[config.mk]
export PLATFORM = sky130hd
export DESIGN_NAME = stage
export DESIGN_NICKNAME = d
export VERILOG_FILES = /design/src/rtl/stage.sv
export SDC_FILE = /design/constraint.sdc
export NUM_CORES = 1
export LEC_CHECK = 0
export CORE_UTILIZATION = 49
export DETAILED_ROUTE_END_ITERATION = 10
export HOLD_SLACK_MARGIN = 0.15
export PLACE_DENSITY = 0.85
export SETUP_SLACK_MARGIN = 0.5
export SYNTH_ARGS = -nofsm -noshare
export SYNTH_HDL_FRONTEND = slang
export SYNTH_SLANG_ARGS = --single-unit
[constraint.sdc]
create_clock -name clk_i -period 2.2 [get_ports clk_i]
set_input_delay 0.44 -clock clk_i [delete_from_list [all_inputs] [get_ports clk_i]]
set_output_delay 0.44 -clock clk_i [all_outputs]
set_load 0.005 [all_outputs]
[src/rtl/stage.sv]
`default_nettype none
// ============================================================================
// Module      : stage
// Description : One trigger stage of a logic-analyser trigger sequencer.
//               Compares strobed samples against a masked value (parallel, or
//               serial on one channel when STAGE_SERIAL_EN is defined). It
//               waits for a global level, optionally counts a delay in strobes,
//               then fires a one-cycle match pulse and an optional sticky
//               run flag.
// Options     : STAGE_SERIAL_EN - implements the serial shift-register
//               compare mode (cfg[26]).
// Revision    : 1.0 - initial release
// ============================================================================
module stage (
    input  logic        clk_i,
    input  logic        rst_in,
    input  logic [31:0] smpls_i,
    input  logic        stb_i,
    input  logic [31:0] cmd_i,
    input  logic        wr_mask_i,
    input  logic        wr_val_i,
    input  logic        wr_cfg_i,
    input  logic        arm_i,
    input  logic [1:0]  lvl_i,
    output logic        match_o,
    output logic        run_o
);

    typedef enum logic [1:0] {
        IDLE  = 2'd0,
        ARMED = 2'd1,
        DELAY = 2'd2,
        DONE  = 2'd3
    } state_t;

    logic [31:0] r_mask;
    logic [31:0] r_value;
    logic [31:0] r_cfg;
    logic [15:0] r_cnt;
    state_t      r_state;

    logic [15:0] w_delay;
    logic [1:0]  w_level;
    logic        w_start;
    logic [31:0] w_cmp;
    logic        w_hit;
    logic        w_active;

    assign w_delay = r_cfg[15:0];
    assign w_level = r_cfg[17:16];
    assign w_start = r_cfg[27];

`ifdef STAGE_SERIAL_EN
    logic [31:0] r_sreg;
    logic [31:0] w_next_sreg;
    logic [4:0]  w_channel;
    logic        w_unused_cfg;

    assign w_channel    = r_cfg[24:20];
    assign w_next_sreg  = {r_sreg[30:0], smpls_i[w_channel]};
    assign w_cmp        = r_cfg[26] ? w_next_sreg : smpls_i;
    assign w_unused_cfg = ^{r_cfg[31:28], r_cfg[25], r_cfg[19:18]};

    // Serial history shifts on every strobe regardless of FSM state
    always_ff @(posedge clk_i or negedge rst_in) begin
        if (!rst_in) begin
            r_sreg <= '0;
        end else if (stb_i) begin
            r_sreg <= w_next_sreg;
        end
    end
`else
    logic w_unused_cfg;

    assign w_cmp        = smpls_i;
    assign w_unused_cfg = ^{r_cfg[31:18]};
`endif

    assign w_hit    = ((w_cmp ^ r_value) & r_mask) == 32'd0;
    assign w_active = (r_state == ARMED) && (lvl_i >= w_level);

    // Configuration registers; independent writes may land in the same cycle
    always_ff @(posedge clk_i or negedge rst_in) begin
        if (!rst_in) begin
            r_mask  <= '0;
            r_value <= '0;
            r_cfg   <= '0;
        end else begin
            if (wr_mask_i) r_mask  <= cmd_i;
            if (wr_val_i)  r_value <= cmd_i;
            if (wr_cfg_i)  r_cfg   <= cmd_i;
        end
    end

    // Trigger FSM with registered match pulse and sticky run flag
    always_ff @(posedge clk_i or negedge rst_in) begin
        if (!rst_in) begin
            r_state <= IDLE;
            r_cnt   <= '0;
            match_o <= 1'b0;
            run_o   <= 1'b0;
        end else begin
            match_o <= 1'b0;
            if (arm_i) begin
                // Re-arming overrides any firing that would happen this cycle
                r_state <= ARMED;
                r_cnt   <= '0;
                run_o   <= 1'b0;
            end else if (stb_i) begin
                case (r_state)
                    ARMED: begin
                        if (w_active && w_hit) begin
                            if (w_delay == 16'd0) begin
                                match_o <= 1'b1;
                                r_state <= DONE;
                                if (w_start) run_o <= 1'b1;
                            end else begin
                                r_cnt   <= w_delay;
                                r_state <= DELAY;
                            end
                        end
                    end
                    DELAY: begin
                        // Counter is at least 1 on entry; the strobe reaching 0 fires
                        r_cnt <= r_cnt - 16'd1;
                        if (r_cnt == 16'd1) begin
                            match_o <= 1'b1;
                            r_state <= DONE;
                            if (w_start) run_o <= 1'b1;
                        end
                    end
                    default: begin
                    end
                endcase
            end
        end
    end

endmodule
`default_nettype wire

=== Word-level counts from Yosys, hierarchy flattened ===
Index checks and enable logic that the tools add are counted.

* Output and inout bits: 2
* Bits in registers: 112
* Input bits: 73
* Logic and storage cells: 51

* Multiplexer cells: 24
* Bitwise logic cells: 2
* Add/subtract/negate cells: 1
* Reductions and logical operators: 9
* Equality and inequality tests: 7
* Order comparisons: 1

{| class="wikitable"
|+ Operator list
! cell !! number
|-
| 16-bit 2-to-1 mux || 4
|-
| 32-bit bitwise AND || 1
|-
| 32-bit logical NOT || 1
|-
| 16-bit case mux with 2 select lines || 1
|-
| 32-bit XOR || 1
|-
| 16-bit by 1-bit == test with 1-bit output, second input constant || 1
|-
| 16-bit logical NOT || 1
|-
| 16-bit by 1-bit subtractor with 16-bit output, second input constant || 1
|-
| 1-bit 2-to-1 mux || 12
|-
| 2-bit 2-to-1 mux || 4
|-
| 4-bit AND reduction || 2
|-
| 3-bit by 2-bit != test with 1-bit output, second input constant || 2
|-
| 3-bit != test, second input constant || 2
|-
| 5-bit AND reduction || 1
|-
| 1-bit case mux with 2 select lines || 2
|-
| 2-bit case mux with 2 select lines || 1
|-
| 3-bit nonzero test || 1
|-
| 2-bit by 1-bit == test with 1-bit output, second input constant || 1
|-
| 2-bit == test, second input constant || 1
|-
| 2-bit greater-or-equal comparator || 1
|-
| 1-bit logical AND || 2
|-
| 2-bit nonzero test || 1
|}

=== Depth between registers and ports, before layout ===
* Depth after elaboration: 8
* Gate-level depth with buffers: 10
* Depth with buffers taken out: 9

=== Worst setup path before layout ===
OpenSTA, ideal clock, no wires.

* Kind: in2reg
* From: in lvl_i[0]
* To: reg r_cnt[10]
* Stages on the path: 9
* Path buffers: 0
* Arrival: 2.038 ns
* Slack: 0.075 ns
* Required time: 2.113 ns
* Setup time: 0.087 ns
* Cells stage by stage: inv_1 ha_1 nand2b_1 a21o_1 nand4_1 nor4_1 a31oi_2 or4_1 o211ai_1

* Longest elaborated chain between the ends: 5

{| class="wikitable"
|+ Ends and longest elaborated chain
! item !! RTL line !! source
|-
| start, declared || 24 || <nowiki>input logic [1:0] lvl_i,</nowiki>
|-
| 2-bit greater-or-equal comparator || 80 || <nowiki>assign w_active = (r_state == ARMED) && (lvl_i >= w_level);</nowiki>
|-
| 1-bit logical AND || 80 ||
|-
| 1-bit logical AND || 112 || <nowiki>if (w_active && w_hit) begin</nowiki>
|-
| 3-bit by 2-bit != test with 1-bit output (no source line) || n/a ||
|-
| 4-bit AND reduction (no source line) || n/a ||
|-
| end signal, assigned || 118 || <nowiki>r_cnt <= w_delay;</nowiki>
|-
| end signal, assigned || 125 || <nowiki>r_cnt <= r_cnt - 16'd1;</nowiki>
|-
| end, declared || 39 || <nowiki>logic [15:0] r_cnt;</nowiki>
|}

Every way passes these cells.
A chain may end at the register's enable or synchronous reset.

=== Final worst setup path ===
* From: in smpls_i[24]
* To: reg r_cnt[6]

* Longest elaborated chain between the ends: 6

{| class="wikitable"
|+ Ends and longest elaborated chain
! item !! RTL line !! source
|-
| start, declared || 17 || <nowiki>input logic [31:0] smpls_i,</nowiki>
|-
| 32-bit XOR || 79 || <nowiki>assign w_hit = ((w_cmp ^ r_value) & r_mask) == 32'd0;</nowiki>
|-
| 32-bit bitwise AND || 79 ||
|-
| 32-bit logical NOT || 79 ||
|-
| 1-bit logical AND || 112 ||
|-
| 3-bit by 2-bit != test with 1-bit output (no source line) || n/a ||
|-
| 4-bit AND reduction (no source line) || n/a ||
|}

Every way passes these cells.

==> impl_summary.log <==
[metrics] run status: finished with violations
[metrics] failing checks: negative setup slack
[metrics] power density over cell area: about 730 nW/um2
[metrics] number of max-cap violations: 0
[metrics] leakage power of the design: ~2.9 nW
[metrics] highest metal layer used by the detailed router: met4
[metrics] unrepaired setup endpoints after global routing: true
[metrics] first drt pass iteration count: 5
[metrics] dominant synthesized flop cell: sky130_fd_sc_hd__dfrtp_1
[metrics] most common cell after layout, fill and taps aside: sky130_fd_sc_hd__dfrtp_1
[metrics] top area cells in the synthesized netlist: sky130_fd_sc_hd__dfrtp_1 (52%), sky130_fd_sc_hd__mux2_2 (18%), sky130_fd_sc_hd__xor2_1 (5.7%), sky130_fd_sc_hd__a22oi_1 (2.1%), sky130_fd_sc_hd__nand2_1 (1.9%)
[metrics] worst vdd ir: between 0.4 and 0.5 mV
[metrics] sequential element share of the synthesized area: about 52%
[metrics] number of buffers on the longest clock path: 2
[metrics] most used cells in the layout excluding fill and tap cells: sky130_fd_sc_hd__dfrtp_1 (103), sky130_fd_sc_hd__mux2_2 (78), sky130_fd_sc_hd__clkdlybuf4s50_1 (66)
[metrics] total power after layout: around 4.9 mW
[metrics] setup-violating endpoint count in the final report: 15
[metrics] Final ANT Viol Nets: 0
[metrics] detail-routed net length per standard cell: ~19 um
[metrics] number of buffer cells added on primary ports: 74
[metrics] startpoint of the most critical hold path: r_cnt[5]
[metrics] Reg-to-Reg Start: r_value[17]
[metrics] depth of the worst register-to-register path: 8
[metrics] DRC violation count after routing: 0
[metrics] Routed met1 length: 5.31 mm
[metrics] Worst Hold Path EP: r_cnt[5]
[metrics] Initial Util: 50.7%
[metrics] I/O pin cnt: 75
[metrics] x dimension of the die: between 100 and 150 um
[metrics] type of origin of the critical path: input pin
[metrics] post-synthesis async set-or-reset flop share: between 90% and 100%
[metrics] data required time at the worst endpoint: 2.51 ns
[metrics] number of standard cells after synthesis: 429
[metrics] FF-to-FF setup slack: -0.13 ns
[metrics] clock transition at the register clock pins on the worst setup and hold paths after CTS: between 0.1 and 0.15 ns
[metrics] number of flops mapped to enable cells by yosys: 0
[metrics] number of antenna diodes: 0
[metrics] sum of met3 wire segment lengths after detailed routing: 784 um
[metrics] tightest slew margin relative to the limit: roughly 64%
[metrics] wire length reported by the detailed router: between 10 and 15 mm
[metrics] Period Utilization, post-route: 107%
[metrics] highest clock rate: about 0.42 GHz
[metrics] TritonCTS clock tree: done
[metrics] number of synthesis warnings: 0
[metrics] largest area contributor in the synthesized netlist: sky130_fd_sc_hd__dfrtp_1
[metrics] total clock buffers created by CTS: 9
[metrics] Tmin final: approximately 2.4 ns
[metrics] number of global-route vias before repair: roughly 4.2k
[metrics] syn avg cell area: about 12 um2
[metrics] Arr. time, crit path: approximately 2.7 ns
[metrics] measured slew at the worst slew-check pin: between 0.5 and 0.6 ns
[metrics] critical path class: input pin to flip-flop
[metrics] synthesis-to-finish area growth: 36.1%
[metrics] hold violation count in the final report: 0
[metrics] synthesized area: 4960 um2
[metrics] global route overflow: 0
[metrics] type of destination of the critical path: flip-flop
[metrics] largest fanout on the critical path: 4
[metrics] Detailed Place HPWL: about 8.7 mm
[metrics] final RePlAce weighted congestion: 0.920
[metrics] CTS Sinks: 103
[metrics] worst setup margin: -0.156 ns
[metrics] die height: 103 um
[metrics] latest clock arrival within the worst-skew pair: roughly 0.38 ns
[metrics] clk_skew: about 0.021 ns
[metrics] share of final-layout standard cells stronger than drive strength 1: between 30% and 40%
[metrics] portion of synthesized cell area occupied by the leading cell type: just over 50%
[metrics] first-pass GRT wire length: 20.5 mm
[metrics] Yosys reg bits: between 100 and 150
[metrics] placeable core region: 9770 um2
[metrics] All-Layer GR Usage: approximately a quarter
[metrics] Net count, final: 627
[metrics] worst min-delay path class: flip-flop to flip-flop
[metrics] Via Count: approximately 3.9k
[metrics] iteration-0 DRC count of the detailed router: roughly 250
[metrics] Worst R2R End: r_cnt[6]
[metrics] area of the die: 10500 um2
[metrics] clk root buf: sky130_fd_sc_hd__clkbuf_8
[metrics] vias per cell: about 5.7
[metrics] synthesized net count: approximately 510
[metrics] post-layout utilization of the core: between 60% and 70%
[metrics] Distinct cells, synth: just under 50
[metrics] # rows: 36
[metrics] Hold Path Depth: 2
[metrics] Max Transition Viols Final: 0
[metrics] initial antenna violation count: 0
[metrics] metal2 WL: roughly 6.6 mm
[metrics] pin count of the biggest net entering global routing: 104
[metrics] H-tree levels: 3
[worst max-delay path by stage]
| stage | from | endpoint | depth (start not counted) |
|---|---|---|---|
| finish | smpls_i[24] | r_cnt[6] | 9 |
| global route | r_value[17] | r_cnt[6] | 8 |
| CTS | r_cfg[16] | r_cnt[6] | 9 |
| detailed placement | smpls_i[27] | r_cnt[6] | 10 |
| global placement | smpls_i[27] | r_cnt[6] | 10 |
| floorplan | smpls_i[26] | r_cnt[10] | 7 |
[Yosys cell counts (9+ instances only)]
cell type,instances
sky130_fd_sc_hd__dfrtp_1,103
sky130_fd_sc_hd__mux2_2,78
sky130_fd_sc_hd__xor2_1,32
sky130_fd_sc_hd__nand2_1,25
sky130_fd_sc_hd__nor2_1,20
sky130_fd_sc_hd__o21ai_0,17
sky130_fd_sc_hd__a21oi_1,14
sky130_fd_sc_hd__a22oi_1,14
sky130_fd_sc_hd__inv_1,14
sky130_fd_sc_hd__o21ai_1,12
sky130_fd_sc_hd__clkbuf_1,10
sky130_fd_sc_hd__nand3_1,9
sky130_fd_sc_hd__nand4_1,9
sky130_fd_sc_hd__nor4_1,9
[cell type report]
class,instances,area [um2]
Fill cell,676,3020
Multi-Input combinational cell,294,2520
Clock buffer,10,138
Sequential cell,103,2580
Tap cell,133,166
Inverter,14,60.1
Clock inverter,6,72.6
Timing Repair Buffer,126,1220
[metrics by stage]
step | std cells | hold WS (ns) | TNS, ns | area (um2) | setup slack (ns)
final | 686 | 0.517 | -1.28 | 6750 | -0.156
after global routing | 686 | 0.544 | -2.88 | 6750 | -0.274
after CTS | 684 | 0.518 | -0.829 | 6560 | -0.138
after detailed placement | 662 | 0.496 | -11.37 | 6200 | -0.667
after global placement | 662 | 0.489 | -10.30 | 6200 | -0.633
after floorplan | 429 | 0.144 | 0 | 5010 | 0.161
[state kept, by name (all words and copies together), names as in the netlist]
name / count
r_mask: 32
r_state: 2
r_value: 32
r_cfg: 19
r_cnt: 16
run_o: 1
match_o: 1
[critical path, stage by stage]
cell                              delay (ns)
sky130_fd_sc_hd__clkdlybuf4s50_1        0.41
sky130_fd_sc_hd__xor2_1                 0.15
sky130_fd_sc_hd__a22oi_2                0.21
sky130_fd_sc_hd__nand4_1                0.19
sky130_fd_sc_hd__nor4_4                 0.36
sky130_fd_sc_hd__a31oi_2                0.17
sky130_fd_sc_hd__buf_4                  0.17
sky130_fd_sc_hd__or4_4                  0.47
sky130_fd_sc_hd__o211ai_1               0.09
[report_power, final]
group	internal (mW)	total (mW)	switching, mW
Sequential	2.11	2.28	0.178
Combinational	0.700	1.41	0.712
Clock	0.486	1.23	0.748
[kinds of logic (layout without fill, tap and decap cells)]
kind of cell,after synthesis,in the layout,share of synthesized area (%)
flip-flops,103,103,52.0
AND/OR/NAND/NOR,97,97,10.0
AO/OA/AOI/OAI,81,81,10.5
multiplexers,78,78,17.7
XOR/XNOR,32,32,5.65
buffers and inverters,32,156,2.60
adder cells (fa/ha/maj),6,6,1.51
[layer usage]
metal | up-vias | global-route usage, %
met4 | 0 | 10.3
met3 | 30 | 7.12
met5 | - | 0
met1 | 1975 | 32.1
li1 | 1785 | -
met2 | 148 | 43.0
[timing repair]
action	in CTS	in global routing
hold endpoints to repair	62	0
endpoints found under the setup margin	21	20
pin swaps	15	18
resized for setup	35	35
cloned	1	0
hold buffers	1	0
buffers inserted	4	2
No activity file was read; power rests on OpenSTA's default activity.
